===== src/rtl/emotion_pkg.sv =====
// Shared types and constants for the emotion classifier head.
package emotion_pkg;

  localparam int unsigned LOGIT_W   = 16;
  localparam int unsigned N_CLASSES = 8;
  localparam int unsigned CLASS_W   = 3;

  localparam logic signed [LOGIT_W-1:0] LOGIT_MIN = 16'sh8000;
  localparam logic [CLASS_W-1:0]        LAST_IDX  = 3'd7;

  typedef enum logic [0:0] {
    IDLE,
    SCAN
  } state_e;

  // best >= second always holds, so the 17-bit difference is non-negative and fits in 16 bits.
  function automatic logic [LOGIT_W-1:0] calc_margin(input logic signed [LOGIT_W-1:0] best,
                                                      input logic signed [LOGIT_W-1:0] second);
    logic signed [LOGIT_W:0] diff;
    diff = {best[LOGIT_W-1], best} - {second[LOGIT_W-1], second};
    return diff[LOGIT_W-1:0];
  endfunction

endpackage


===== src/rtl/emotion_argmax_step.sv =====
// One compare step of the serial argmax: folds element x into the running best/second pair.
module argmax_step
  import emotion_pkg::*;
(
  input  logic signed [LOGIT_W-1:0] x_i,
  input  logic        [CLASS_W-1:0] idx_i,
  input  logic signed [LOGIT_W-1:0] best_i,
  input  logic        [CLASS_W-1:0] best_idx_i,
  input  logic signed [LOGIT_W-1:0] second_i,
  output logic signed [LOGIT_W-1:0] best_o,
  output logic        [CLASS_W-1:0] best_idx_o,
  output logic signed [LOGIT_W-1:0] second_o
);

  // Strict compares: an equal later value never displaces the earlier winner.
  always_comb begin
    best_o     = best_i;
    best_idx_o = best_idx_i;
    second_o   = second_i;
    if (x_i > best_i) begin
      second_o   = best_i;
      best_o     = x_i;
      best_idx_o = idx_i;
    end else if (x_i > second_i) begin
      second_o = x_i;
    end
  end

endmodule


===== src/rtl/emotion_argmax.sv =====
// Classifier head: captures eight logits, scans them serially, reports winner, logit and margin.
module emotion_argmax
  import emotion_pkg::*;
#(
  parameter int unsigned MARGIN_THRESH = 16
) (
  input  logic                      clk,
  input  logic                      reset,
  input  logic signed [LOGIT_W-1:0] l0,
  input  logic signed [LOGIT_W-1:0] l1,
  input  logic signed [LOGIT_W-1:0] l2,
  input  logic signed [LOGIT_W-1:0] l3,
  input  logic signed [LOGIT_W-1:0] l4,
  input  logic signed [LOGIT_W-1:0] l5,
  input  logic signed [LOGIT_W-1:0] l6,
  input  logic signed [LOGIT_W-1:0] l7,
  input  logic                      valid_in,
  output logic        [CLASS_W-1:0] class_id,
  output logic signed [LOGIT_W-1:0] max_logit,
  output logic        [LOGIT_W-1:0] margin,
  output logic                      low_conf,
  output logic                      valid_out,
  output logic                      busy,
  output logic                      dropped
);

  state_e state_q, state_d;

  logic signed [LOGIT_W-1:0] logit_in    [N_CLASSES];
  logic signed [LOGIT_W-1:0] logit_buf_q [N_CLASSES];
  logic signed [LOGIT_W-1:0] logit_buf_d [N_CLASSES];

  logic        [CLASS_W-1:0] idx_q, idx_d;
  logic signed [LOGIT_W-1:0] best_q, best_d;
  logic        [CLASS_W-1:0] best_idx_q, best_idx_d;
  logic signed [LOGIT_W-1:0] second_q, second_d;

  logic        [CLASS_W-1:0] class_id_q, class_id_d;
  logic signed [LOGIT_W-1:0] max_logit_q, max_logit_d;
  logic        [LOGIT_W-1:0] margin_q, margin_d;
  logic                      low_conf_q, low_conf_d;
  logic                      valid_out_q, valid_out_d;

  logic signed [LOGIT_W-1:0] step_best;
  logic        [CLASS_W-1:0] step_best_idx;
  logic signed [LOGIT_W-1:0] step_second;

  assign logit_in[0] = l0;
  assign logit_in[1] = l1;
  assign logit_in[2] = l2;
  assign logit_in[3] = l3;
  assign logit_in[4] = l4;
  assign logit_in[5] = l5;
  assign logit_in[6] = l6;
  assign logit_in[7] = l7;

  argmax_step u_step (
    .x_i       (logit_buf_q[idx_q]),
    .idx_i     (idx_q),
    .best_i    (best_q),
    .best_idx_i(best_idx_q),
    .second_i  (second_q),
    .best_o    (step_best),
    .best_idx_o(step_best_idx),
    .second_o  (step_second)
  );

  always_comb begin
    state_d     = state_q;
    logit_buf_d = logit_buf_q;
    idx_d       = idx_q;
    best_d      = best_q;
    best_idx_d  = best_idx_q;
    second_d    = second_q;
    class_id_d  = class_id_q;
    max_logit_d = max_logit_q;
    margin_d    = margin_q;
    low_conf_d  = low_conf_q;
    valid_out_d = 1'b0;

    unique case (state_q)
      IDLE: begin
        if (valid_in) begin
          logit_buf_d = logit_in;
          best_d      = l0;
          best_idx_d  = '0;
          second_d    = LOGIT_MIN;
          idx_d       = 3'd1;
          state_d     = SCAN;
        end
      end
      SCAN: begin
        best_d     = step_best;
        best_idx_d = step_best_idx;
        second_d   = step_second;
        idx_d      = idx_q + 3'd1;
        // The last element's compare result feeds the outputs directly.
        if (idx_q == LAST_IDX) begin
          class_id_d  = step_best_idx;
          max_logit_d = step_best;
          margin_d    = calc_margin(step_best, step_second);
          low_conf_d  = 32'(margin_d) < MARGIN_THRESH;
          valid_out_d = 1'b1;
          state_d     = IDLE;
        end
      end
    endcase
  end

  always_ff @(posedge clk) begin
    if (reset) begin
      state_q     <= IDLE;
      for (int unsigned i = 0; i < N_CLASSES; i++) begin
        logit_buf_q[i] <= '0;
      end
      idx_q       <= '0;
      best_q      <= '0;
      best_idx_q  <= '0;
      second_q    <= '0;
      class_id_q  <= '0;
      max_logit_q <= '0;
      margin_q    <= '0;
      low_conf_q  <= 1'b0;
      valid_out_q <= 1'b0;
    end else begin
      state_q     <= state_d;
      logit_buf_q <= logit_buf_d;
      idx_q       <= idx_d;
      best_q      <= best_d;
      best_idx_q  <= best_idx_d;
      second_q    <= second_d;
      class_id_q  <= class_id_d;
      max_logit_q <= max_logit_d;
      margin_q    <= margin_d;
      low_conf_q  <= low_conf_d;
      valid_out_q <= valid_out_d;
    end
  end

  assign class_id  = class_id_q;
  assign max_logit = max_logit_q;
  assign margin    = margin_q;
  assign low_conf  = low_conf_q;
  assign valid_out = valid_out_q;
  assign busy      = (state_q == SCAN);
  // Flags the cycle in which an input is being ignored.
  assign dropped   = valid_in && (state_q == SCAN);

endmodule

===== config.mk =====
export PLATFORM = sky130hd
export DESIGN_NAME = emotion_argmax
export DESIGN_NICKNAME = d
export VERILOG_FILES = /design/src/rtl/emotion_pkg.sv /design/src/rtl/emotion_argmax_step.sv /design/src/rtl/emotion_argmax.sv
export SDC_FILE = /design/constraint.sdc
export NUM_CORES = 1
export LEC_CHECK = 0
export ABC_AREA = 1
export BUFFER_PORTS_ARGS = -buffer_cell sky130_fd_sc_hd__clkbuf_2
export CAP_MARGIN = 20
export CORE_ASPECT_RATIO = 1.5
export CORE_MARGIN = 2
export CORE_UTILIZATION = 61
export CTS_BUF_LIST = sky130_fd_sc_hd__clkbuf_16
export DETAILED_ROUTE_END_ITERATION = 7
export GPL_TIMING_DRIVEN = 0
export PLACE_DENSITY = 0.95
export SKIP_LAST_GASP = 1
export SLEW_MARGIN = 20
export SYNTH_ARGS = -nofsm -noshare
export SYNTH_HDL_FRONTEND = slang
export SYNTH_SLANG_ARGS = --single-unit

===== constraint.sdc =====
create_clock -name clk -period 10.66 [get_ports clk]
set_clock_uncertainty 0.1 [all_clocks]
set_input_delay 2.132 -clock clk [delete_from_list [all_inputs] [get_ports clk]]
set_output_delay 2.132 -clock clk [all_outputs]
set_load 0.02 [all_outputs]

==> flow_summary.yaml, run 1 <==
sta:
  final_period_minus_worst_setup_slack_ns: 6.18
  unrepaired_setup_endpoints_after_global_routing: "false"
  hold_violations: 0
  slew_violations: 0
  report.final.setup_viol: 0
  post_layout_worst_setup_margin_ns: 4.48
  worst_slew_pin_slew_ns: 0.769
  relSlewSlack_pct: 48.7
  final_min_period_over_clock_period_pct: 58.0
  tns_ns: 0
  timing.hold.ws_ns: 0.360
  fmax_ghz: 0.162
place:
  hpwlAfterDp_um: 26400
  gp_routability_congestion: 1.01
  dpl_cell_area_um2: 11400
  dp_slack_ns: 4.82
  port_buffers: 169
detailed_routing:
  drt_iter0_markers: 910
  antenna_left: 0
  route.final.wire_length_um: 34700
  routed_via_density: 5.93
  detailedRoute.firstPassIterationCount: 6
  wl_per_cell_um: 18.2
  via_total_after_detailed_routing: 11322
  drt_drc_violations_left: 0
cts:
  ctsHtreeMaxLevel: 1
  cts.reportedPaths.clkPinSlew_ns: 0.06
  post-cts-setup-buffers: 0
  hold_buffers: 0
  cts_sinks: 204
  cts_inserted_buffers: 20
  insertion_delay_ns: 0.51
  post_cts_resize_count: 0
  root_buffer: "sky130_fd_sc_hd__clkbuf_16"
  tritoncts_clock_tree: "yes"
  clock_path_buffers: 3
floorplanning:
  die_h_um: 163
  die_area_um2: 18000
  die-width_um: 110
  initial_utilization_pct: 61.9
  rows: 58
  core-area_um2: 16700
  io-pin-count: 170
logic_synthesis:
  synth_area_per_cell_um2: 6.90
  synth_seq_area_share_pct: 39.5
  synth_async_sr_flop_share_pct: 0
  netlist_area_um2: 10300
  syn-num-nets: 1678
  yosys.cell_types.count: 44
  synth_seq_cells: 204
  post_synth_main_area_contributors: "sky130_fd_sc_hd__dfxtp_1, sky130_fd_sc_hd__nor2_1, sky130_fd_sc_hd__o21ai_0"
  synth_largest_area_cell: "sky130_fd_sc_hd__dfxtp_1"
  synth_enable_flop_cells: 0
  synth_warnings: 0
  area_fraction_of_the_dominant_cell_type_after_synthesis_pct: 39.5
  post_synth_inst_count: 1497
  ys_dominant_reg_cell: "sky130_fd_sc_hd__dfxtp_1"
setup_path:
  worst_path_fanout_max: 10
  crit_path_top_delay_cell: "sky130_fd_sc_hd__o21ai_0"
  timing.setup.critical_path_class: "flop to flop"
  timing.critical_path.max_delay_family: "simple AND/OR/NAND/NOR gates"
  worstSetupEndpointType: "flop"
  worstPathRequired_ns: 11.01
  critical_path.n_buffers_inverters: 5
  worst_path_largest_cell_delay_ns: 0.59
  startpoint_type: "flop"
  crit_path_frequent_cell: "sky130_fd_sc_hd__nand2_1"
  cp.arrival_ns: 6.53
layout:
  layout.cells.most_common_list: "sky130_fd_sc_hd__nor2_1, sky130_fd_sc_hd__nand2_1, sky130_fd_sc_hd__o21ai_0"
  layout-drive-gt1-share_pct: 14.0
  mostFrequentLayoutCell: "sky130_fd_sc_hd__nor2_1"
  final_area_um2: 12100
  finish.net_count: 1869
  n_antenna_cell: 0
  area_growth_pct: 16.7
  final_core_util_pct: 72.3
power:
  sw_frac_of_total_pct: 41.9
  worst_ir_drop_vdd_uv: 186
  pwr-share-comb_pct: 43.4
  p_int_mw: 1.59
  pwr_density_cell_nw_per_um2: 227
  seq_power_share_pct: 31.3
  power_switching_mw: 1.14
  power_leakage_nw: 5.56
  clock_network_fraction_of_total_power_pct: 25.3
min_path:
  timing.hold.worst.class: "flop to flop"
outcome:
  run_status: "completed"
global_route:
  total_routing_resource_utilization_after_global_routing_pct: 38.6
  grt_max_degree: 16
  grt_antenna_before_repair: 0
  grt_pass1_wl_um: 53600
  via_count_of_the_first_global_routing_pass: 11063
  grt-ovfl-total: 0
run:
  maxCapViolCount: 0
[metal layers]
metal / share of wire [%] / up-vias / global-route usage (%)
met3: 8.8 / 235 / 6.70
met4: 10 / 0 / 34.8
li1: - / 5346 / -
met5: 0 / - / 0
met1: 33 / 5020 / 39.8
met2: 48 / 721 / 65.1
[state kept, by name, indices dropped and copies added, names as in the netlist]
name         count
busy             1
best_q          16
best_idx_q       3
margin          16
low_conf         1
logit_buf_q    128
idx_q            3
max_logit       16
valid_out        1
class_id         3
second_q        16
[power by group through the flow]
stage / Clock (mW) / Sequential [mW] / Combinational, mW
2_1_floorplan: 0 / 0.857 / 0.835
3_3_place_gp: 0 / 0.868 / 1.12
3_5_place_dp: 0 / 0.869 / 1.15
4_1_cts: 0.685 / 0.853 / 1.15
5_1_grt: 0.719 / 0.860 / 1.32
6_report: 0.692 / 0.856 / 1.19
[area by class of cell]
type / count / area (um2)
Multi-Input combinational cell: 1115 / 5530
Fill cell: 1346 / 4630
Sequential cell: 204 / 4080
Timing Repair Buffer: 169 / 846
Clock buffer: 21 / 526
Buffer: 94 / 400
Inverter: 84 / 318
Tap cell: 210 / 263
Clock inverter: 13 / 95.1
[cells by family (layout without fill, tap and decap cells)]
logic type | count (synthesis) | in the layout | share of synthesized area (%)
AOI/OAI and AO/OA | 399 | 399 | 21.6
xor gates and xnor gates | 5 | 5 | 0.424
adders and majority gates | 50 | 50 | 6.13
buffers and inverters | 178 | 381 | 6.95
DFF | 204 | 204 | 39.5
and+or+nand+nor | 661 | 661 | 25.4
[through the flow]
stage | cells | power, mW
floorplan | 1497 | 1.69
detailed placement | 1876 | 2.02
global route | 1910 | 2.90
finish | 1910 | 2.74
CTS | 1910 | 2.69
global placement | 1876 | 1.99
[tightest hold or removal path, stage by stage, from the launching register on]
cell and delay (ns):
sky130_fd_sc_hd__dfxtp_1 0.31, sky130_fd_sc_hd__nand2_1 0.06, sky130_fd_sc_hd__nand2_1 0.05
[worst paths after layout]
check | startpoint | to | slack [ns] | cells past startpoint
setup / recovery | idx_q[0]$_SDFFE_PP0P_ | low_conf$_SDFFE_PP0P_ | 4.48 | 30
setup reg to reg | idx_q[0]$_SDFFE_PP0P_ | low_conf$_SDFFE_PP0P_ | 4.48 | 30
hold / removal | low_conf$_SDFFE_PP0P_ | low_conf$_SDFFE_PP0P_ | 0.36 | 2
hold reg to reg | low_conf$_SDFFE_PP0P_ | low_conf$_SDFFE_PP0P_ | 0.36 | 2
[cells in the mapped netlist (11+ instances only)]
library cell / number
sky130_fd_sc_hd__a21oi_1: 65
sky130_fd_sc_hd__a22o_1: 15
sky130_fd_sc_hd__a31oi_1: 16
sky130_fd_sc_hd__clkbuf_1: 75
sky130_fd_sc_hd__dfxtp_1: 204
sky130_fd_sc_hd__ha_1: 49
sky130_fd_sc_hd__inv_1: 82
sky130_fd_sc_hd__nand2_1: 290
sky130_fd_sc_hd__nand3_1: 27
sky130_fd_sc_hd__nand4_1: 11
sky130_fd_sc_hd__nor2_1: 313
sky130_fd_sc_hd__o211ai_1: 14
sky130_fd_sc_hd__o21ai_0: 234
sky130_fd_sc_hd__o21ai_2: 14
sky130_fd_sc_hd__o22ai_1: 30
No activity file was read; power rests on OpenSTA's default activity.
==> run 2, diff against run 1 <==
--- a/config.mk
+++ b/config.mk
@@ -5,16 +5,16 @@
 export SDC_FILE = /design/constraint.sdc
 export NUM_CORES = 1
 export LEC_CHECK = 0
-export ABC_AREA = 1
+export ABC_AREA = 0
 export BUFFER_PORTS_ARGS = -buffer_cell sky130_fd_sc_hd__clkbuf_2
 export CAP_MARGIN = 20
 export CORE_ASPECT_RATIO = 1.5
 export CORE_MARGIN = 2
-export CORE_UTILIZATION = 61
+export CORE_UTILIZATION = 51
 export CTS_BUF_LIST = sky130_fd_sc_hd__clkbuf_16
 export DETAILED_ROUTE_END_ITERATION = 7
 export GPL_TIMING_DRIVEN = 0
-export PLACE_DENSITY = 0.95
+export PLACE_DENSITY = 0.87
 export SKIP_LAST_GASP = 1
 export SLEW_MARGIN = 20
 export SYNTH_ARGS = -nofsm -noshare
==> constraint.sdc (replaced) <==
create_clock -name clk -period 5.2 [get_ports clk]
set_clock_uncertainty 0.1 [all_clocks]
set_input_delay 1.04 -clock clk [delete_from_list [all_inputs] [get_ports clk]]
set_output_delay 1.04 -clock clk [all_outputs]
set_load 0.02 [all_outputs]
==> run 2 against run 1 <==
  * The run now ends with setup timing left
  * Clock-buffer cell count stayed put
  * Sequential share of layout area is 3.9 points lower
  * Sequential power is 100% higher
  * Wire length is 6.1% higher
  * Worst setup slack worse by 5.3 ns
  * Non-clock buffer count is 59 higher
  * Highest routed layer unchanged
==> flow_summary.yaml, run 2 <==
layout:
  largest_register_ff_count: 128
  num-fill-cells: 1411
  mostFrequentLayoutCell: "sky130_fd_sc_hd__nand2_1"
  layout-drive-gt1-share_pct: 27.9
  n_antenna_cell: 0
  area_growth_pct: 32.7
  top_register: "logit_buf_q"
  finish.net_count: 1712
  layout.cells.most_common_list: "sky130_fd_sc_hd__nand2_1, sky130_fd_sc_hd__a21oi_1, sky130_fd_sc_hd__dfxtp_1"
  final_area_um2: 13700
detailed_routing:
  wl_per_cell_um: 20.4
  routed_via_density: 5.98
  route.final.wire_length_um: 36800
  antenna_left: 0
  detailedRoute.firstPassIterationCount: 8
  via_total_after_detailed_routing: 10779
  drt_drc_violations_left: 0
  drt_iter0_markers: 970
logic_synthesis:
  post_synth_main_area_contributors: "sky130_fd_sc_hd__dfxtp_1, sky130_fd_sc_hd__nand2_1, sky130_fd_sc_hd__a21oi_1"
  ys_dominant_reg_cell: "sky130_fd_sc_hd__dfxtp_1"
  synth_seq_area_share_pct: 39.7
  synth_async_sr_flop_share_pct: 0
  yosys.cell_types.count: 53
  synth_seq_cells: 204
  syn-num-nets: 1457
  synth_area_per_cell_um2: 8.07
  netlist_area_um2: 10300
  post_synth_inst_count: 1276
  post-synth-top-count-cell: "sky130_fd_sc_hd__nand2_1"
  synth_largest_area_cell: "sky130_fd_sc_hd__dfxtp_1"
  synth_commonest_cells: "sky130_fd_sc_hd__nand2_1, sky130_fd_sc_hd__a21oi_1, sky130_fd_sc_hd__dfxtp_1, sky130_fd_sc_hd__nor2_1, sky130_fd_sc_hd__clkbuf_1"
  synth_enable_flop_cells: 0
  area_fraction_of_the_dominant_cell_type_after_synthesis_pct: 39.7
  synth_warnings: 0
global_route:
  grt_max_degree: 16
  via_count_of_the_first_global_routing_pass: 10453
  grt_pass1_wl_um: 53100
  grt_antenna_before_repair: 0
  total_routing_resource_utilization_after_global_routing_pct: 31.9
  grt-ovfl-total: 0
setup_path:
  worstPathRequired_ns: 5.55
  cp.arrival_ns: 6.34
  timing.setup.critical_path_class: "flop to flop"
  startpoint_type: "flop"
  reg2regPathDepth: 24
  worst_path_fanout_max: 10
  worstSetupEndpointType: "flop"
sta:
  unrepaired_setup_endpoints_after_global_routing: "true"
  post_layout_worst_setup_margin_ns: -0.785
  relSlewSlack_pct: 46.0
  worst_slew_pin_slew_ns: 0.810
  final_min_period_over_clock_period_pct: 115
  final_period_minus_worst_setup_slack_ns: 5.99
  slew_violations: 0
  fmax_ghz: 0.167
  hold_violations: 0
  timing.hold.ws_ns: 0.354
  report.final.setup_viol: 9
min_path:
  timing.hold.worst.class: "flop to flop"
  worstHoldPathCells: 2
power:
  power_switching_mw: 2.14
  worst_ir_drop_vdd_uv: 246
  p_int_mw: 3.79
  seq_power_share_pct: 28.8
  pwr-share-comb_pct: 44.8
  clock_network_fraction_of_total_power_pct: 26.4
  pwr_density_cell_nw_per_um2: 435
  power_leakage_nw: 5.60
  sw_frac_of_total_pct: 36.1
place:
  port_buffers: 168
  hpwlAfterDp_um: 24600
  gp_routability_congestion: 0.955
  dpl_cell_area_um2: 11700
cts:
  cts_sinks: 204
  cts.reportedPaths.clkPinSlew_ns: 0.07
  hold_buffers: 0
  insertion_delay_ns: 0.51
  ctsHtreeMaxLevel: 1
  root_buffer: "sky130_fd_sc_hd__clkbuf_16"
  clock_path_buffers: 3
  cts_inserted_buffers: 20
  tritoncts_clock_tree: "yes"
outcome:
  run_status: "finished with violations"
  failed_checks: "setup timing"
run:
  maxCapViolCount: 0
floorplanning:
  initial_utilization_pct: 52.1
  core-area_um2: 19800
  die_area_um2: 21400
  io-pin-count: 170
  die-width_um: 120
  rows: 63
  die_h_um: 178
## run 2: cell types whose count changed after synthesis, moves of 18 or more
cell	previous run	this run
sky130_fd_sc_hd__mux4_2	0	32
sky130_fd_sc_hd__nand2_1	290	341
sky130_fd_sc_hd__nor3_1	1	19
sky130_fd_sc_hd__o21ai_0	234	11
sky130_fd_sc_hd__mux2i_1	0	32
sky130_fd_sc_hd__nor2_1	313	94
sky130_fd_sc_hd__a21oi_1	65	220
sky130_fd_sc_hd__nand3_1	27	4
sky130_fd_sc_hd__o22ai_1	30	0
sky130_fd_sc_hd__inv_1	82	52
## run 2: path summary, 6_finish.rpt
kind / to / slack, ns / from
setup reg to reg: low_conf$_SDFFE_PP0P_ / -0.79 / idx_q[0]$_SDFFE_PP0P_
hold / removal: margin[5]$_SDFFE_PP0P_ / 0.35 / margin[5]$_SDFFE_PP0P_
hold reg to reg: margin[5]$_SDFFE_PP0P_ / 0.35 / margin[5]$_SDFFE_PP0P_
setup / recovery: low_conf$_SDFFE_PP0P_ / -0.79 / idx_q[0]$_SDFFE_PP0P_
## run 2: final cells by class
class | count | area, um2 | area share (%)
multi-input combinational | 931 | 6350 | 46.5
sequential | 204 | 4090 | 29.9
timing repair buffer | 234 | 1500 | 11.0
clock buffer | 21 | 526 | 3.85
buffer | 88 | 509 | 3.73
tap | 260 | 325 | 2.38
inverter | 52 | 195 | 1.43
clock inverter | 14 | 169 | 1.24
## run 2: logic make-up (layout without fill, tap and decap cells)
kind of cell             Yosys count  count (layout)  synth area share [%]
multiplexers                      82              83                  12.2
AND/OR/NAND/NOR                  492             492                  19.2
AO/OA/AOI/OAI                    294             294                  16.2
buffers and inverters            142             409                  5.61
flip-flops                       204             204                  39.7
XOR/XNOR                          12              12                  1.02
adder cells (fa/ha/maj)           50              50                  6.15
## run 2: per-stage QoR
stage / cells / setup WS [ns] / TNS, ns / power (mW) / util (%)
finish: 1804 / -0.785 / -3.39 / 5.94 / 69.1
global route: 1804 / -0.898 / -4.64 / 6.14 / 69.1
CTS: 1776 / -0.590 / -1.92 / 5.40 / 66.1
detailed placement: 1704 / -1.40 / -6.56 / 3.47 / 59.0
global placement: 1704 / -1.32 / -5.83 / 3.42 / 59.0
floorplan: 1276 / -0.133 / -0.133 / 3.02 / -
## run 2: worst max-delay path, stage by stage (launching register included)
cell and delay, ns:
sky130_fd_sc_hd__dfxtp_4 0.38, sky130_fd_sc_hd__buf_12 0.14, sky130_fd_sc_hd__buf_12 0.14, sky130_fd_sc_hd__buf_12 0.13
sky130_fd_sc_hd__mux4_2 0.41, sky130_fd_sc_hd__mux2_4 0.31, sky130_fd_sc_hd__ha_1 0.30, sky130_fd_sc_hd__nand4_1 0.18
sky130_fd_sc_hd__nor4_4 0.33, sky130_fd_sc_hd__a21boi_2 0.24, sky130_fd_sc_hd__a211o_4 0.16, sky130_fd_sc_hd__mux2_4 0.38
sky130_fd_sc_hd__buf_12 0.17, sky130_fd_sc_hd__a21oi_4 0.20, sky130_fd_sc_hd__ha_4 0.17, sky130_fd_sc_hd__fa_2 0.21
sky130_fd_sc_hd__nand2b_4 0.15, sky130_fd_sc_hd__a21oi_4 0.07, sky130_fd_sc_hd__o311a_1 0.34, sky130_fd_sc_hd__o21ai_1 0.20
sky130_fd_sc_hd__nand2b_1 0.11, sky130_fd_sc_hd__xor2_1 0.17, sky130_fd_sc_hd__or4_4 0.55, sky130_fd_sc_hd__nor4_4 0.20
sky130_fd_sc_hd__a22o_1 0.16
## run 2: power by group through the flow
stage                     Clock (mW)  Combinational (mW)  Sequential, mW
after global placement             0                1.69            1.73
after CTS                       1.56                2.13            1.70
final                           1.57                2.66            1.71
after detailed placement           0                1.74            1.73
after floorplan                    0                1.31            1.72
after global routing            1.63                2.80            1.72
## run 2: layer usage
metal	GRT usage [%]	part of all wire, %
met5	0	0
met4	24.9	9.3
met1	33.8	33
met3	5.40	9.0
met2	55.7	48
## run 2: repair_timing
action | CTS | global route
buffers inserted | 36 | 27
pin swaps | 19 | 32
resized for setup | 73 | 68
endpoints found under the setup margin | 13 | 10
gates cloned | 3 | 1
==> run 3, diff against run 2 <==
--- a/config.mk
+++ b/config.mk
@@ -14,7 +14,7 @@
 export CTS_BUF_LIST = sky130_fd_sc_hd__clkbuf_16
 export DETAILED_ROUTE_END_ITERATION = 7
 export GPL_TIMING_DRIVEN = 0
-export PLACE_DENSITY = 0.87
+export PLACE_DENSITY = 0.76
 export SKIP_LAST_GASP = 1
 export SLEW_MARGIN = 20
 export SYNTH_ARGS = -nofsm -noshare
==> run 3 against run 2 <==
  * The flow still finishes with violations (setup timing)
  * First-iteration DRC count fell by 41%
  * Worst setup slack got worse by 0.17 ns
  * Critical path depth fell by 1
  * Register-to-register slack got worse by 0.17 ns
  * Cell count rose by 0.39%
  * Combinational power rose by 3%
  * Largest power group unchanged
  * Utilization fell by 0.27 points
  * Flip-flop and latch count did not move
  * Final area fell by 0.39%
  * Highest routed layer unchanged
  * Worst hold slack got worse by 0.0035 ns
  * Global-route usage fell by 1.4 points
==> flow_summary.yaml, run 3 (synthesis gave the netlist of run 2 again) <==
sta:
  unrepaired_setup_endpoints_after_global_routing: "true"
  final_min_period_over_clock_period_pct: 118
  worst_slew_pin_slew_ns: 0.867
  fmax_ghz: 0.163
  post_layout_worst_setup_margin_ns: -0.951
  hold_violations: 0
  relSlewSlack_pct: 42.2
  report.final.setup_viol: 10
  final_period_minus_worst_setup_slack_ns: 6.15
  slew_violations: 0
  timing.hold.ws_ns: 0.351
power:
  worst_ir_drop_vdd_uv: 222
  clock_network_fraction_of_total_power_pct: 24.0
  power_switching_mw: 2.17
  sw_frac_of_total_pct: 37.0
  totalPowerFinal_mw: 5.86
  seq_power_share_pct: 29.1
  pwr-share-comb_pct: 46.9
  p_int_mw: 3.69
  power_leakage_nw: 5.57
  pwr_density_cell_nw_per_um2: 430
layout:
  top_register: "logit_buf_q"
  largest_register_ff_count: 128
  area_growth_pct: 32.2
  num-fill-cells: 1528
  mostFrequentLayoutCell: "sky130_fd_sc_hd__nand2_1"
  layout.cells.most_common_list: "sky130_fd_sc_hd__nand2_1, sky130_fd_sc_hd__a21oi_1, sky130_fd_sc_hd__dfxtp_1"
  layout-drive-gt1-share_pct: 28.7
  layoutNonFillerInstCount: 1811
  final_area_um2: 13600
  finish.net_count: 1719
  n_antenna_cell: 0
min_path:
  timing.hold.worst.class: "flop to flop"
  hp-start: "margin[3]$_SDFFE_PP0P_"
global_route:
  grt-ovfl-total: 0
  grt_max_degree: 15
  grt_pass1_wl_um: 50900
  total_routing_resource_utilization_after_global_routing_pct: 30.5
  grt_antenna_before_repair: 0
  via_count_of_the_first_global_routing_pass: 10000
cts:
  clock_path_buffers: 3
  cts_sinks: 204
  tritoncts_clock_tree: "yes"
  root_buffer: "sky130_fd_sc_hd__clkbuf_16"
  cts.reportedPaths.clkPinSlew_ns: 0.07
  insertion_delay_ns: 0.50
  ctsHtreeMaxLevel: 1
  hold_buffers: 0
  cts_inserted_buffers: 20
setup_path:
  regToRegEndpoint: "low_conf$_SDFFE_PP0P_"
  critical_path.startpoint: "idx_q[1]$_SDFFE_PP0P_"
  worst_setup_path_endpoint: "low_conf$_SDFFE_PP0P_"
  worst_path_fanout_max: 8
  reg2regPathDepth: 23
  r2r_start: "idx_q[1]$_SDFFE_PP0P_"
  reg2reg_setup_slack_ns: -0.95
  cp.arrival_ns: 6.49
  timing.setup.critical_path_class: "flop to flop"
  startpoint_type: "flop"
  worstPathRequired_ns: 5.54
  worstSetupEndpointType: "flop"
outcome:
  run_status: "finished with violations"
  failed_checks: "setup timing"
detailed_routing:
  antenna_left: 0
  routed_via_density: 5.70
  route.final.wire_length_um: 34400
  via_total_after_detailed_routing: 10325
  detailedRoute.firstPassIterationCount: 8
  wl_per_cell_um: 19.0
  drt_drc_violations_left: 0
  drt_iter0_markers: 576
place:
  port_buffers: 168
  placed_cells_incl_taps: 1704
  dp_slack_ns: -1.49
  gp_routability_congestion: 0.996
  dpl_cell_area_um2: 11700
  hpwlAfterDp_um: 24200
floorplanning:
  die_h_um: 178
  die_area_um2: 21400
  core-area_um2: 19800
  rows: 63
  io-pin-count: 170
  die-width_um: 120
  initial_utilization_pct: 52.1
run:
  maxCapViolCount: 0
==> run 3: cell count changes in the layout (fill, tap and decap cells not counted), sizes merged <==
cell / previous run / this run
buf: 85 / 93
bufinv: 4 / 1
inv: 54 / 56
bufbuf: 1 / 0
clkinvlp: 0 / 1
==> run 3: repair_timing <==
item / in CTS / in global routing
endpoints found under the setup margin: 13 / 11
pin swaps: 21 / 41
gates cloned: 1 / 2
hold endpoints to repair: 0 / 0
gates resized for setup: 69 / 73
buffers inserted: 37 / 35
==> run 3: area by class of cell <==
cell class	count	area (um2)	share of cell area [%]
Multi-Input combinational cell	931	6420	47.2
Sequential cell	204	4090	30.0
Timing Repair Buffer	241	1460	10.7
Clock buffer	21	526	3.86
Buffer	88	509	3.74
Tap cell	260	325	2.39
Inverter	52	195	1.43
Clock inverter	14	88.8	0.653
==> run 3: how the worst min path moves through the flow <==
stage                                              end  slack [ns]  cells past startpoint
after floorplan           logit_buf_q[26]$_SDFFE_PP0P_        0.33                      2
after global placement    logit_buf_q[60]$_SDFFE_PP0P_        0.34                      2
after detailed placement  logit_buf_q[28]$_SDFFE_PP0P_        0.35                      2
after CTS                       margin[3]$_SDFFE_PP0P_        0.35                      2
after global routing      logit_buf_q[75]$_SDFFE_PP0P_        0.37                      2
final                           margin[3]$_SDFFE_PP0P_        0.35                      2
==> run 3: worst max-delay path, cell delays in order, from the launching register on <==
cell	delay, ns
sky130_fd_sc_hd__dfxtp_2	0.33
sky130_fd_sc_hd__buf_6	0.13
sky130_fd_sc_hd__buf_12	0.13
sky130_fd_sc_hd__mux4_2	0.57
sky130_fd_sc_hd__mux2_4	0.32
sky130_fd_sc_hd__ha_4	0.27
sky130_fd_sc_hd__nand4_1	0.20
sky130_fd_sc_hd__nor4_4	0.38
sky130_fd_sc_hd__a21boi_2	0.24
sky130_fd_sc_hd__a211o_4	0.15
sky130_fd_sc_hd__mux2i_4	0.25
sky130_fd_sc_hd__buf_12	0.16
sky130_fd_sc_hd__mux2i_4	0.29
sky130_fd_sc_hd__inv_1	0.08
sky130_fd_sc_hd__ha_1	0.28
sky130_fd_sc_hd__nand2b_1	0.08
sky130_fd_sc_hd__a21o_1	0.27
sky130_fd_sc_hd__buf_4	0.17
sky130_fd_sc_hd__a2111oi_4	0.37
sky130_fd_sc_hd__nor2_1	0.12
sky130_fd_sc_hd__xnor2_1	0.20
sky130_fd_sc_hd__or4_4	0.46
sky130_fd_sc_hd__nor4_4	0.33
sky130_fd_sc_hd__a22o_1	0.19
==> run 3: through the flow <==
stage                     util (%)  TNS, ns
after global placement        59.0    -6.17
after CTS                     65.4    -1.58
after global routing          68.8    -4.98
after detailed placement      59.0    -6.96
final                         68.8    -3.90
after floorplan                  -   -0.133
==> run 3: power by group through the flow <==
stage               Sequential (mW)  Clock (mW)  Combinational [mW]
floorplan                      1.72           0                1.31
global placement               1.73           0                1.70
detailed placement             1.73           0                1.73
CTS                            1.70        1.41                2.17
global route                   1.71        1.46                2.89
finish                         1.71        1.41                2.75
==> run 3: layer usage <==
metal,global-route usage (%),share of wire (%)
met1,32.7,35
met4,20.3,8.1
met5,0,0
met3,4.12,7.0
met2,55.2,50
